`config.mk`:
```
export PLATFORM = sky130hd
export DESIGN_NAME = ram_n2t
export DESIGN_NICKNAME = d
export VERILOG_FILES = /design/src/rtl/ram_n2t_pkg.sv /design/src/rtl/reg_n2t.sv /design/src/rtl/ram_n2t.sv
export SDC_FILE = /design/constraint.sdc
export NUM_CORES = 1
export LEC_CHECK = 0
export BUFFER_PORTS_ARGS = -buffer_cell sky130_fd_sc_hd__buf_2
export CORE_MARGIN = 1
export CORE_UTILIZATION = 28
export DETAILED_ROUTE_END_ITERATION = 8
export PLACE_DENSITY_LB_ADDON = 0.25
export SLEW_MARGIN = 10
export SYNTH_ARGS = -nofsm -noshare
export SYNTH_HDL_FRONTEND = slang
export SYNTH_HIERARCHICAL = 1
export SYNTH_SLANG_ARGS = --single-unit
```
`constraint.sdc`:
```
create_clock -name clk -period 1.9 [get_ports clk]
set_clock_uncertainty 0.05 [all_clocks]
set_input_delay 0.38 -clock clk [delete_from_list [all_inputs] [get_ports clk]]
set_output_delay 0.38 -clock clk [all_outputs]
set_load 0.005 [all_outputs]
```
`src/rtl/ram_n2t_pkg.sv`:
```
// Shared Hack-machine word constants for the RAM building blocks.
// Combinational definitions only; no state, no latency, no flow control.
// Optional build macro used by ram_n2t: RAM_BYPASS_EN.
package n2t_pkg;

    localparam int N2T_WORD_W     = 16;
    localparam int N2T_RAM8_DEPTH = 8;

    typedef logic [N2T_WORD_W-1:0] hack_word_t;

endpackage

```
`src/rtl/reg_n2t.sv`:
```
// Single load register of WIDTH bits with synchronous active-low clear.
// Latency: written value visible on out one rising edge after load.
// Backpressure: none; load is accepted unconditionally every cycle.
module reg_n2t #(
    parameter int WIDTH = 16
) (
    input  logic             clk,
    input  logic             reset,
    input  logic [WIDTH-1:0] in,
    input  logic             load,
    output logic [WIDTH-1:0] out
);

    logic [WIDTH-1:0] data_d;
    logic [WIDTH-1:0] data_q;

    always_comb begin
        data_d = data_q;
        if (load) begin
            data_d = in;
        end
    end

    always_ff @(posedge clk) begin
        if (!reset) begin
            data_q <= '0;
        end else begin
            data_q <= data_d;
        end
    end

    assign out = data_q;

endmodule

```
`src/rtl/ram_n2t.sv`:
```
// Word-addressable RAM of DEPTH load registers; addr_err flags out-of-range writes.
// Latency: 0-cycle combinational read, 1-cycle write; RAM_BYPASS_EN gives write-first read.
// Backpressure: none; one read and one write per cycle always accepted.
module ram_n2t
    import n2t_pkg::*;
#(
    parameter int WIDTH = N2T_WORD_W,
    parameter int DEPTH = N2T_RAM8_DEPTH
) (
    input  logic                     clk,
    input  logic                     reset,
    input  logic [WIDTH-1:0]         in,
    input  logic                     load,
    input  logic [$clog2(DEPTH)-1:0] address,
    output logic [WIDTH-1:0]         out,
    output logic                     addr_err
);

    localparam int AW = $clog2(DEPTH);
    localparam logic [AW:0] DEPTH_W = (AW+1)'(DEPTH);

    logic                        in_range;
    logic [DEPTH-1:0]            word_load;
    logic [DEPTH-1:0][WIDTH-1:0] word_dat;
    logic [WIDTH-1:0]            rd_dat;
    logic                        addr_err_d;
    logic                        addr_err_q;

    // Only reachable when DEPTH is not a power of two.
    assign in_range = ({1'b0, address} < DEPTH_W);

    always_comb begin
        word_load = '0;
        rd_dat    = '0;
        for (int i = 0; i < DEPTH; i++) begin
            if (address == AW'(i)) begin
                word_load[i] = load && in_range;
                rd_dat       = word_dat[i];
            end
        end
    end

    genvar g;
    generate
        for (g = 0; g < DEPTH; g++) begin : g_word
            reg_n2t #(.WIDTH(WIDTH)) u_word (
                .clk   (clk),
                .reset (reset),
                .in    (in),
                .load  (word_load[g]),
                .out   (word_dat[g])
            );
        end
    endgenerate

    always_comb begin
        addr_err_d = addr_err_q;
        if (load) begin
            addr_err_d = !in_range;
        end
    end

    always_ff @(posedge clk) begin
        if (!reset) begin
            addr_err_q <= 1'b0;
        end else begin
            addr_err_q <= addr_err_d;
        end
    end

    assign addr_err = addr_err_q;

`ifdef RAM_BYPASS_EN
    // Write-first: pending in-range write data wins over stored word.
    assign out = (reset && load && in_range) ? in : rd_dat;
`else
    assign out = rd_dat;
`endif

endmodule
```
==> metrics.md <==
| Metric | Value |
|---|---|
| Final Util | `0.3500` |
| Cells after Synth | `601` |
| Slowest cell on the critical path | `mux4_2` |
| Via density | `between 4 and 5` |
| Post-synthesis sequential area ratio | `0.4043` |
| Share of layout cells above drive strength 1 | `0.2519` |
| Hold/Removal Path Class | `in2reg` |
| Global Route Usage Sum | `0.1525` |
| Routing usage on met2 | `0.2449` |
| Combinational share of power | `0.102` |
| Vias in the first global route | `approximately 4,700` |
| Failing checks | `DRC, setup timing` |
| Synthesized area | `about 6300 um^2` |
| RSZ-0062 raised after global routing | `yes` |
| Die width | `152.5 um` |
| Min cycle time layout | `between 2000 and 2500 ps` |
| P per Cell Area | `between 800 and 900 nW/um^2` |
| Final net count | `roughly 680` |
| Max-cap check violation count | `0` |
| Clock-pin slew on the worst setup and hold paths | `roughly 50 ps` |
| Area of the die | `23,240 um^2` |
| Final-report max-slew violation count | `0` |
| Post-synthesis register bit count | `approximately 130` |
| WL/cell | `~18 um` |
| GRT met1 Usage | `0.1921` |
| Setup Crit Path Kind | `reg2out` |
| Worst VDD drop | `about 0.00050 V` |
| # clock sinks | `between 100 and 150` |
| DRC errors left | `4` |
| Crit share post-route | `1.083` |
| Critical Path Max Stage Delay | `between 400 and 500 ps` |
| Initial DRC count | `roughly 170` |
| Port bufs | `37` |
| CP endpoint kind | `output port` |
| Crit-path cells | `mux4_2 > mux2_4 > buf_6` |
| Cell internal pwr | `around 5100 uW` |
| Final worst slack | `-158.4 ps` |
| FMAX | `around 0.49 GHz` |
| CTS H-tree depth | `4` |
| Initial antenna violation count | `0` |
| NetSw | `between 1500 and 2000 uW` |
| Status | `finished with violations` |
| Crit path required time | `about 1500 ps` |
| Final setup viols | `16` |
| Most common cell after layout, fill and taps aside | `mux2i_1` |
| Clock Latency Late Sink | `around 420 ps` |
| TNS Setup | `-1061 ps` |
| Max reg flops | `128` |
| Worst Path Buf+Inv | `1` |
| Switch share | `0.2327` |
| GRT Max-Usage Layer | `met2` |
| Layout area overhead | `21.61%` |
| Die Ht | `~150 um` |
| Clock root buffer | `clkbuf_16` |
| Clock buffer depth | `2` |
| Distinct cells, synth | `27` |
| IO Pins | `39` |
| Net Count, Synth | `623` |
| Post-Route WL | `16.95 mm` |
| Most frequent cells in the layout | `mux2i_1, nor2b_1, dfxtp_1, buf_2, nand2_1` |
| Diode count | `0` |
| GR Util met3 | `0.03868` |
| Via count | `around 4,500` |
| Pre-antenna DRT Iters | `8` |
| Inst Count DP | `between 900 and 1,000` |
| Worst Setup Start Kind | `flop` |
| Seq pwr share | `0.419` |
| TritonCTS Buffers | `17` |
| First-pass GRT wire length | `about 27 mm` |
| Crit path max fanout | `2` |
| Total global routing overflow | `0` |
| WHS | `289.3 ps` |
| Ys Warns | `6` |
| Final cell count without fillers | `roughly 940` |
| CP Data Arrival Time | `roughly 1600 ps` |
| Initial Util | `0.2878` |
| P_leak | `between 0.002 and 0.003 uW` |
| Final Hold Viols | `0` |
| Post-layout power | `around 6600 uW` |
| TritonCTS clock tree | `done` |
| Final GP Congestion | `approximately 0.77` |
| Core area | `22,030 um^2` |
| Hpwl dp | `~11 mm` |
| Clk pwr share | `0.478` |
| Syn_area_per_cell | `between 10 and 15 um^2` |
| Detail Route Antenna Nets | `0` |
| Post-CTS Hold Buffers | `0` |
| Largest net degree at the start of global routing | `129` |
| Critical path's top delay family | `multiplexers` |
| # rows | `54` |
logic make-up (layout without fill, tap and decap cells):
group / Yosys count / after routing / synth area share
AO/OA/AOI/OAI: 75 / 75 / 0.09277
buffers and inverters: 47 / 108 / 0.07007
flip-flops: 128 / 128 / 0.4043
multiplexers: 161 / 161 / 0.2584
other: 1 / 1 / 0.0005916
AND/OR/NAND/NOR: 189 / 190 / 0.1739
through the flow:
stage               instance area, um^2  setup WS (ps)
floorplan                          6339          156.0
global placement                   6828         -253.2
detailed placement                 6828         -253.8
CTS                                7632         -171.5
global route                       7709         -202.9
finish                             7709         -158.4
cell usage after synthesis:
master | count | area share
mux2i_1 | 158 | 0.25
nor2b_1 | 129 | 0.13
dfxtp_1 | 128 | 0.40
nand2_1 | 32 | 0.019
a21oi_1 | 30 | 0.024
a22oi_1 | 15 | 0.018
o31a_1 | 15 | 0.021
or2_0 | 15 | 0.015
buf_2 | 14 | 0.011
buf_6 | 13 | 0.023
a221oi_2 | 10 | 0.024
buf_12 | 8 | 0.025
clkbuf_1 | 8 | 0.0047
a221oi_1 | 5 | 0.0069
nor2_1 | 4 | 0.0024
buf_4 | 3 | 0.0036
mux4_2 | 2 | 0.0071
nand2b_1 | 2 | 0.0020
nor3_1 | 2 | 0.0016
and2_1 | 1 | 0.00099
and2b_4 | 1 | 0.0016
and3_1 | 1 | 0.00099
buf_8 | 1 | 0.0024
conb_1 | 1 | 0.00059
mux2_2 | 1 | 0.0018
nor2b_4 | 1 | 0.0022
nor3b_1 | 1 | 0.0012
layout make-up:
type,instances,area [um^2]
Sequential cell,128,2586
Clock inverter,6,83.83
Timing Repair Buffer,80,686.9
Fill cell,2238,14320
Tap cell,280,350.3
Clock buffer,22,484.2
Multi-Input combinational cell,427,3517
worst min-delay path, stage by stage:
cell	delay, ps
buf_2	150
mux2i_1	140
nor2b_1	50
path summary, 6_finish.rpt:
| kind | cells after the start | slack, ps | endpoint | startpoint |
|---|---|---|---|---|
| worst max-delay path | 3 | -160 | out[14] | g_word[3].u_word/out[14] |
| worst min-delay path | 3 | 290 | g_word[2].u_word/out[4] | in[4] |
| worst max register to register | 2 | 1210 | g_word[2].u_word/out[7] | g_word[2].u_word/out[7] |
| worst min register to register | 2 | 460 | g_word[3].u_word/out[14] | g_word[3].u_word/out[14] |
power groups by stage:
stage          Combinational (uW)  Sequential (uW)  Clock (uW)
2_1_floorplan                 400             2830           0
3_5_place_dp                  618             2830           0
6_report                      680             2780        3170
5_1_grt                       730             2790        3400
3_3_place_gp                  610             2830           0
4_1_cts                       672             2780        3260
timing repair:
item	in CTS	in global routing
pin swaps	12	11
buffers inserted	4	0
cloned	2	0
gates resized for setup	43	24
setup endpoints to repair	16	16
routing by layer:
| metal | wire length [um] | part of all wire |
|---|---|---|
| met1 | 8065 | 0.48 |
| met2 | 7892 | 0.47 |
| met3 | 587 | 0.035 |
| met4 | 400 | 0.024 |
| met5 | 0 | 0 |
Note: power is estimated with default switching activity, not from simulation.
